===== config.mk =====
export PLATFORM = sky130hd
export DESIGN_NAME = store_buffer
export DESIGN_NICKNAME = d
export VERILOG_FILES = /design/src/rtl/store_buffer.sv
export SDC_FILE = /design/constraint.sdc
export NUM_CORES = 1
export LEC_CHECK = 0
export ABC_AREA = 0
export ABC_CLOCK_PERIOD_IN_PS = 6200
export CORE_MARGIN = 3
export CORE_UTILIZATION = 40
export CTS_CLUSTER_SIZE = 24
export DETAILED_ROUTE_END_ITERATION = 8
export GPL_TIMING_DRIVEN = 0
export PLACE_DENSITY = 0.63
export SYNTH_ARGS = -nofsm -noshare
export SYNTH_HDL_FRONTEND = slang
export SYNTH_HIERARCHICAL = 1
export SYNTH_SLANG_ARGS = --single-unit
export TNS_END_PERCENT = 50

===== constraint.sdc =====
create_clock -name clk_i -period 6.2 [get_ports clk_i]
set_input_delay 0.62 -clock clk_i [delete_from_list [all_inputs] [get_ports clk_i]]
set_output_delay 0.62 -clock clk_i [all_outputs]
set_load 0.05 [all_outputs]

===== src/rtl/store_buffer.sv =====
// In-order store buffer: rename allocates, execute resolves, ROB commits, memory drains.
// Define SB_FWD_EN to add the store-to-load forwarding search (ld_*/fwd_* ports).

module store_buffer_chk (
    input logic clk_i,
    input logic reset_n_i,
    input logic exe_bad,
    input logic commit_bad
);
    a_exe_legal: assert property (@(posedge clk_i) disable iff (!reset_n_i) !exe_bad);
    a_commit_legal: assert property (@(posedge clk_i) disable iff (!reset_n_i) !commit_bad);
endmodule

module store_buffer #(
    parameter int SB_ENTRY    = 8,
    parameter int WORD_SIZE_P = 16
) (
    input  logic                        clk_i,
    input  logic                        reset_n_i,
    input  logic                        alloc_valid_i,
    output logic                        alloc_ready_o,
    output logic [$clog2(SB_ENTRY)-1:0] alloc_idx_o,
    input  logic                        exe_valid_i,
    input  logic [$clog2(SB_ENTRY)-1:0] exe_idx_i,
    input  logic [WORD_SIZE_P-1:0]      exe_addr_i,
    input  logic [WORD_SIZE_P-1:0]      exe_data_i,
    input  logic                        rob_sb_valid_i,
    input  logic                        rob_mispredict_i,
    output logic                        mem_valid_o,
    output logic [WORD_SIZE_P-1:0]      mem_addr_o,
    output logic [WORD_SIZE_P-1:0]      mem_data_o,
    input  logic                        mem_ready_i,
`ifdef SB_FWD_EN
    input  logic                        ld_valid_i,
    input  logic [WORD_SIZE_P-1:0]      ld_addr_i,
    output logic                        fwd_hit_o,
    output logic [WORD_SIZE_P-1:0]      fwd_data_o,
    output logic                        fwd_stall_o,
`endif
    output logic                        empty_o
);
    localparam int IW = $clog2(SB_ENTRY);
    localparam int CW = IW + 1;

    typedef enum logic [1:0] {
        ST_FREE      = 2'd0,
        ST_ALLOC     = 2'd1,
        ST_RESOLVED  = 2'd2,
        ST_COMMITTED = 2'd3
    } ent_state_e;

    ent_state_e             state_r [SB_ENTRY];
    ent_state_e             state_s [SB_ENTRY];
    logic [WORD_SIZE_P-1:0] addr_r  [SB_ENTRY];
    logic [WORD_SIZE_P-1:0] addr_s  [SB_ENTRY];
    logic [WORD_SIZE_P-1:0] data_r  [SB_ENTRY];
    logic [WORD_SIZE_P-1:0] data_s  [SB_ENTRY];
    logic [IW-1:0]          alloc_pt_r, commit_pt_r, drain_pt_r;
    logic [IW-1:0]          alloc_pt_s, commit_pt_s, drain_pt_s;
    logic [CW-1:0]          count_r, count_s, uncommit_cnt_s;
    logic                   alloc_fire_s, drain_fire_s, exe_ok_s, exe_wr_s;
    logic                   commit_legal_s, commit_fire_s, exe_bad_s, commit_bad_s;

    assign alloc_ready_o = (count_r != CW'(SB_ENTRY)) & ~rob_mispredict_i;
    assign alloc_idx_o   = alloc_pt_r;
    assign empty_o       = (count_r == {CW{1'b0}});
    assign mem_valid_o   = (state_r[drain_pt_r] == ST_COMMITTED);
    assign mem_addr_o    = mem_valid_o ? addr_r[drain_pt_r] : {WORD_SIZE_P{1'b0}};
    assign mem_data_o    = mem_valid_o ? data_r[drain_pt_r] : {WORD_SIZE_P{1'b0}};

    assign alloc_fire_s  = alloc_valid_i & alloc_ready_o;
    assign drain_fire_s  = mem_valid_o & mem_ready_i;
    assign exe_ok_s      = exe_valid_i & ((state_r[exe_idx_i] == ST_ALLOC) |
                                          (state_r[exe_idx_i] == ST_RESOLVED));
    assign exe_wr_s      = exe_ok_s & ~rob_mispredict_i;
    // A same-cycle resolve makes the commit of a still-ALLOC head entry legal.
    assign commit_legal_s = (state_r[commit_pt_r] == ST_RESOLVED) |
                            ((state_r[commit_pt_r] == ST_ALLOC) & exe_ok_s & (exe_idx_i == commit_pt_r));
    assign commit_fire_s = rob_sb_valid_i & commit_legal_s & ~rob_mispredict_i;
    assign exe_bad_s     = exe_valid_i & ~exe_ok_s & ~rob_mispredict_i;
    assign commit_bad_s  = rob_sb_valid_i & ~commit_legal_s & ~rob_mispredict_i;

    assign alloc_pt_s  = rob_mispredict_i ? commit_pt_r : alloc_pt_r + IW'(alloc_fire_s);
    assign commit_pt_s = commit_pt_r + IW'(commit_fire_s);
    assign drain_pt_s  = drain_pt_r + IW'(drain_fire_s);
    assign count_s     = count_r + CW'(alloc_fire_s) - CW'(drain_fire_s)
                         - (rob_mispredict_i ? uncommit_cnt_s : {CW{1'b0}});

    // Number of entries a flush would discard
    always_comb begin
        uncommit_cnt_s = {CW{1'b0}};
        for (int i = 0; i < SB_ENTRY; i++) begin
            if ((state_r[i] == ST_ALLOC) || (state_r[i] == ST_RESOLVED)) begin
                uncommit_cnt_s = uncommit_cnt_s + CW'(1'b1);
            end else begin
                uncommit_cnt_s = uncommit_cnt_s;
            end
        end
    end

    // Per-entry next state and payload; flush has top priority over the other events
    always_comb begin
        for (int i = 0; i < SB_ENTRY; i++) begin
            if (rob_mispredict_i && ((state_r[i] == ST_ALLOC) || (state_r[i] == ST_RESOLVED))) begin
                state_s[i] = ST_FREE;
            end else if (drain_fire_s && (IW'(i) == drain_pt_r)) begin
                state_s[i] = ST_FREE;
            end else if (commit_fire_s && (IW'(i) == commit_pt_r)) begin
                state_s[i] = ST_COMMITTED;
            end else if (alloc_fire_s && (IW'(i) == alloc_pt_r)) begin
                state_s[i] = ST_ALLOC;
            end else if (exe_wr_s && (IW'(i) == exe_idx_i)) begin
                state_s[i] = ST_RESOLVED;
            end else begin
                state_s[i] = state_r[i];
            end
            if (exe_wr_s && (IW'(i) == exe_idx_i)) begin
                addr_s[i] = exe_addr_i;
                data_s[i] = exe_data_i;
            end else begin
                addr_s[i] = addr_r[i];
                data_s[i] = data_r[i];
            end
        end
    end

    // State, payload, pointer and occupancy registers
    always_ff @(posedge clk_i) begin
        if (!reset_n_i) begin
            for (int i = 0; i < SB_ENTRY; i++) begin
                state_r[i] <= ST_FREE;
                addr_r[i]  <= {WORD_SIZE_P{1'b0}};
                data_r[i]  <= {WORD_SIZE_P{1'b0}};
            end
            alloc_pt_r  <= {IW{1'b0}};
            commit_pt_r <= {IW{1'b0}};
            drain_pt_r  <= {IW{1'b0}};
            count_r     <= {CW{1'b0}};
        end else begin
            state_r     <= state_s;
            addr_r      <= addr_s;
            data_r      <= data_s;
            alloc_pt_r  <= alloc_pt_s;
            commit_pt_r <= commit_pt_s;
            drain_pt_r  <= drain_pt_s;
            count_r     <= count_s;
        end
    end

`ifdef SB_FWD_EN
    logic [IW-1:0] fwd_slot_s;

    // Walk oldest to youngest: the last matching store wins, and any ALLOC seen after it stalls
    always_comb begin
        fwd_hit_o   = 1'b0;
        fwd_data_o  = {WORD_SIZE_P{1'b0}};
        fwd_stall_o = 1'b0;
        fwd_slot_s  = {IW{1'b0}};
        for (int k = 0; k < SB_ENTRY; k++) begin
            fwd_slot_s = drain_pt_r + IW'(k);
            if (!ld_valid_i) begin
                fwd_hit_o = 1'b0;
            end else if (state_r[fwd_slot_s] == ST_ALLOC) begin
                fwd_stall_o = 1'b1;
            end else if (((state_r[fwd_slot_s] == ST_RESOLVED) || (state_r[fwd_slot_s] == ST_COMMITTED))
                         && (addr_r[fwd_slot_s] == ld_addr_i)) begin
                fwd_hit_o   = 1'b1;
                fwd_data_o  = data_r[fwd_slot_s];
                fwd_stall_o = 1'b0;
            end else begin
                fwd_hit_o = fwd_hit_o;
            end
        end
    end
`endif

    store_buffer_chk u_chk (
        .clk_i      (clk_i),
        .reset_n_i  (reset_n_i),
        .exe_bad    (exe_bad_s),
        .commit_bad (commit_bad_s)
    );
endmodule


==> out/qor_table.md <==
| Quantity | This run |
|:---|:---|
| Kind of critical path | register to register |
| Max Cap Violations | 0 |
| Crit path max fanout | 5 |
| Area contributors post-synth | dfxtp_1 (42%), nand2_1 (16%), mux4_2 (12%) |
| Period utilization | 93.0% |
| Number of buffers inserted during clock tree synthesis | 31 |
| WP data required | 6.65 ns |
| Summed negative setup slack over all endpoints | 0 ns |
| DRC violation total after the first TritonRoute iteration | 1044 |
| Number of global-route vias before repair | 11300 |
| Initial standard-cell utilization of the core | 41.0% |
| Prevailing post-synth register cell | dfxtp_1 |
| Worst Tran Pin Value | 1.19 ns |
| RR Endpoint | count_r[3] |
| Worst slack at placement | 0.165 ns |
| # nets final | 1748 |
| Synth-to-layout area growth | 15.3% |
| Setup skew after layout | 0.0151 ns |
| Sort of element at the end of the critical path | register |
| Site Rows | 66 |
| Die boundary width | 190 um |
| Sequential fraction of the synthesis area | 42.3% |
| Wire length of the first global-routing pass | 64.7 mm |
| Setup repair after global routing missed its margin | false |
| Classification of the worst-slack hold path | input pin to register |
| Peak supply drop | 0.000205 V |
| Cell depth of the worst flop-to-flop path | 29 |
| Sink count of the clock tree | 285 |
| Placer congestion estimate | 0.882 |
| Antenna violations before repair | 0 |
| Crit path launch | state_r[14] |
| Basic-gate share of the synthesized area counting and, or, nand and nor cells | 20.0% |
| Critical path launch point type | register |
| Number of vias per cell | 5.45 |
| Synth Register Bits | 285 |
| Remaining antenna violation count | 0 |
| Leakage Power | 4.98 nW |
| Distinct cell type count after synthesis | 53 |
| Gate count after technology mapping | 1610 |
| Worst-path cell with the longest stage delay | fa_1 |
| Detailed-route via count | 11700 |
| Ant. Diodes | 0 |
| Crit-path max cell delay | 0.44 ns |
| Overflow left after global routing | 0 |
| Num ports | 80 |
| Hold EP | data_r[110] |
| PnR worst setup slack | 0.436 ns |
| Routed WL per cell | 19.4 um |
| Clock tree root driver cell | clkbuf_16 |
| Area share of xor/xnor cells in the synthesized design | 2.93% |
| Synth top area share | 42.3% |
| Reg-to-reg critical path startpoint | state_r[14] |
| Hold wc startpoint | exe_data_i[14] |
| Post-synthesis compound-gate area fraction | 12.3% |
| Setup-violating endpoint count in the final report | 0 |
| Multiplexer share of the synthesized area | 15.0% |
| Most common cell on crit path | ha_1 |
| Worst skew pair latency | 0.57 ns |
| Max H-tree Level | 1 |
| Layout cells sized above 1 | 10.9% |
| Cell accounting for the most synthesized area | dfxtp_1 |
| Global-route usage over all layers | 22.8% |
| Hold-critical path depth | 3 |
| Wire length reported by the detailed router | 41.8 mm |
| Number of hold-slack violations in the final timing report | 0 |
| Clock-pin slew on the worst setup and hold paths | 0.06 ns |
| Pin count of the biggest net entering global routing | 16 |
| Total power draw | 3.97 mW |
| Number of buffers inserted by port buffering | 45 |
| Result of the run | completed |
| Height of the chip | 190 um |
| Ys Warns | 6 |
| Final Non-Filler Cells | 2155 |
| Area enclosed by the die boundary | 35900 sq um |
| Placed wire-length estimate | 29.8 mm |
| Avg Inst Size Synth | 8.37 sq um |
| Max Root-Sink Buffers | 3 |
| Syn nets | 1670 |
| Share of async-settable or async-resettable flops after synthesis | 0% |
| Core Box Area | 32900 sq um |
| Total power divided by cell area | 255 nW/um^2 |
| Relative slew margins | 20.1% |
| Netlist area before placement | 13500 sq um |
| Post-layout min period | 5.76 ns |
| Post-Place Cells | 2097 |
| Residual DRC | 0 |
| Combinational family with the most area after synthesis | simple AND/OR/NAND/NOR gates |
| Count of flip-flops with a built-in enable after synthesis | 0 |
| Adder and majority cell fraction of the synthesized area | 1.84% |
| Peak Freq | 173 MHz |
| Total count of max-transition violations in the final report | 0 |
| Register-to-register path setup slack | 0.44 ns |
| Drt pass-1 iters | 7 |
| TritonCTS clock tree | done |
| Data arrival time of the worst path | 6.22 ns |
## report_power, final
part	total [mW]	internal [mW]	switching (mW)
sequential	1.85	1.84	0.0103
combinational	0.231	0.0780	0.153
clock	1.88	1.11	0.778
total	3.97	3.02	0.941
## synth_stat cells, types with 2 or more instances
library cell    n
a21oi_1       275
a221oi_1        3
a31oi_1         7
and2_1         11
and3_1          7
buf_1           7
buf_2           2
buf_4          31
buf_6           2
clkbuf_1      102
clkbuf_2        2
dfxtp_1       285
fa_1            3
ha_1           15
inv_1          12
inv_2           2
mux2_2          3
mux2i_1        36
mux4_2         72
nand2_1       567
nand2b_1        3
nand3_1        14
nor2_1         58
nor2b_1         6
nor3_1          7
o211ai_1        2
o21a_1          8
o21ai_0        11
o21ai_1         3
o31ai_1         3
or3_1           2
xnor2_1        14
xnor3_2         2
xor2_1         11
xor2_2          4
## flip-flops by register name, indices dropped and copies added, names as in the netlist
register     count
addr_r         128
data_r         128
state_r         16
count_r          4
alloc_idx_o      3
commit_pt_r      3
drain_pt_r       3
## worst max-delay path by stage
stage	endpoint	slack (ns)	depth (start not counted)
after CTS	count_r[3]	0.14	29
after detailed placement	count_r[3]	0.17	29
after global placement	count_r[3]	0.24	29
final	count_r[3]	0.44	29
after floorplan	count_r[3]	0.77	29
after global routing	count_r[3]	0.02	30
## layer usage
| layer | vias up | part of all wire, % | GRT usage, % |
|---|---|---|---|
| li1 | 5541 | - | - |
| met1 | 5623 | 42 | 31.3 |
| met2 | 488 | 47 | 36.8 |
| met3 | 88 | 8.2 | 4.02 |
| met4 | 0 | 2.8 | 6.99 |
| met5 | - | 0 | 0 |
## cell usage in the layout, fill, tap and decap left out, types with 14 or more instances in the layout
| master | synthesis | final |
|---|---|---|
| dfxtp_1 | 285 | 281 |
| clkbuf_1 | 102 | 107 |
| mux2i_1 | 36 | 36 |
| a21oi_1 | 275 | 275 |
| nand3_1 | 14 | 14 |
| nand2_1 | 567 | 567 |
| clkdlybuf4s50_1 | 0 | 45 |
| ha_1 | 15 | 15 |
| nor2_1 | 58 | 58 |
| mux4_2 | 72 | 72 |
| xnor2_1 | 14 | 14 |
| clkbuf_16 | 0 | 31 |
| buf_4 | 31 | 31 |
## area by class of cell
class | count | area, sq um
buffer | 148 | 709
timing repair buffer | 45 | 450
inverter | 14 | 52.6
multi-input combinational | 1163 | 7030
sequential | 285 | 5710
fill | 3224 | 17300
clock buffer | 41 | 863
clock inverter | 17 | 178
tap | 442 | 553
## cell families (layout without fill, tap and decap cells)
group	after synthesis	after routing
and+or+nand+nor	683	683
xor gates and xnor gates	34	34
DFF	285	285
muxes	111	111
adders and majority gates	18	18
buffers and inverters	162	265
AOI/OAI and AO/OA	317	317
## timing repair
action / CTS / global route
setup buffers: 0 / 0
setup endpoints to repair: 0 / 1
resized for setup: 0 / 8
hold buffers: 0 / 0
## metrics by stage
step	instance area (sq um)	hold WS [ns]	util [%]
floorplan	13500	0.433	-
global placement	14500	0.438	44.1
detailed placement	14500	0.445	44.1
CTS	15500	0.333	47.2
global route	15500	0.351	47.3
finish	15500	0.349	47.3
## worst max-delay path, delay by kind of cell, from the launching register on
family | cells | cell delay (ns)
compound gates | 5 | 0.71
xor+xnor | 4 | 0.94
fa+ha+maj | 9 | 2.73
buf+inv | 3 | 0.23
flops | 1 | 0.39
simple gates | 8 | 0.65
No activity file was read; power rests on OpenSTA's default activity.
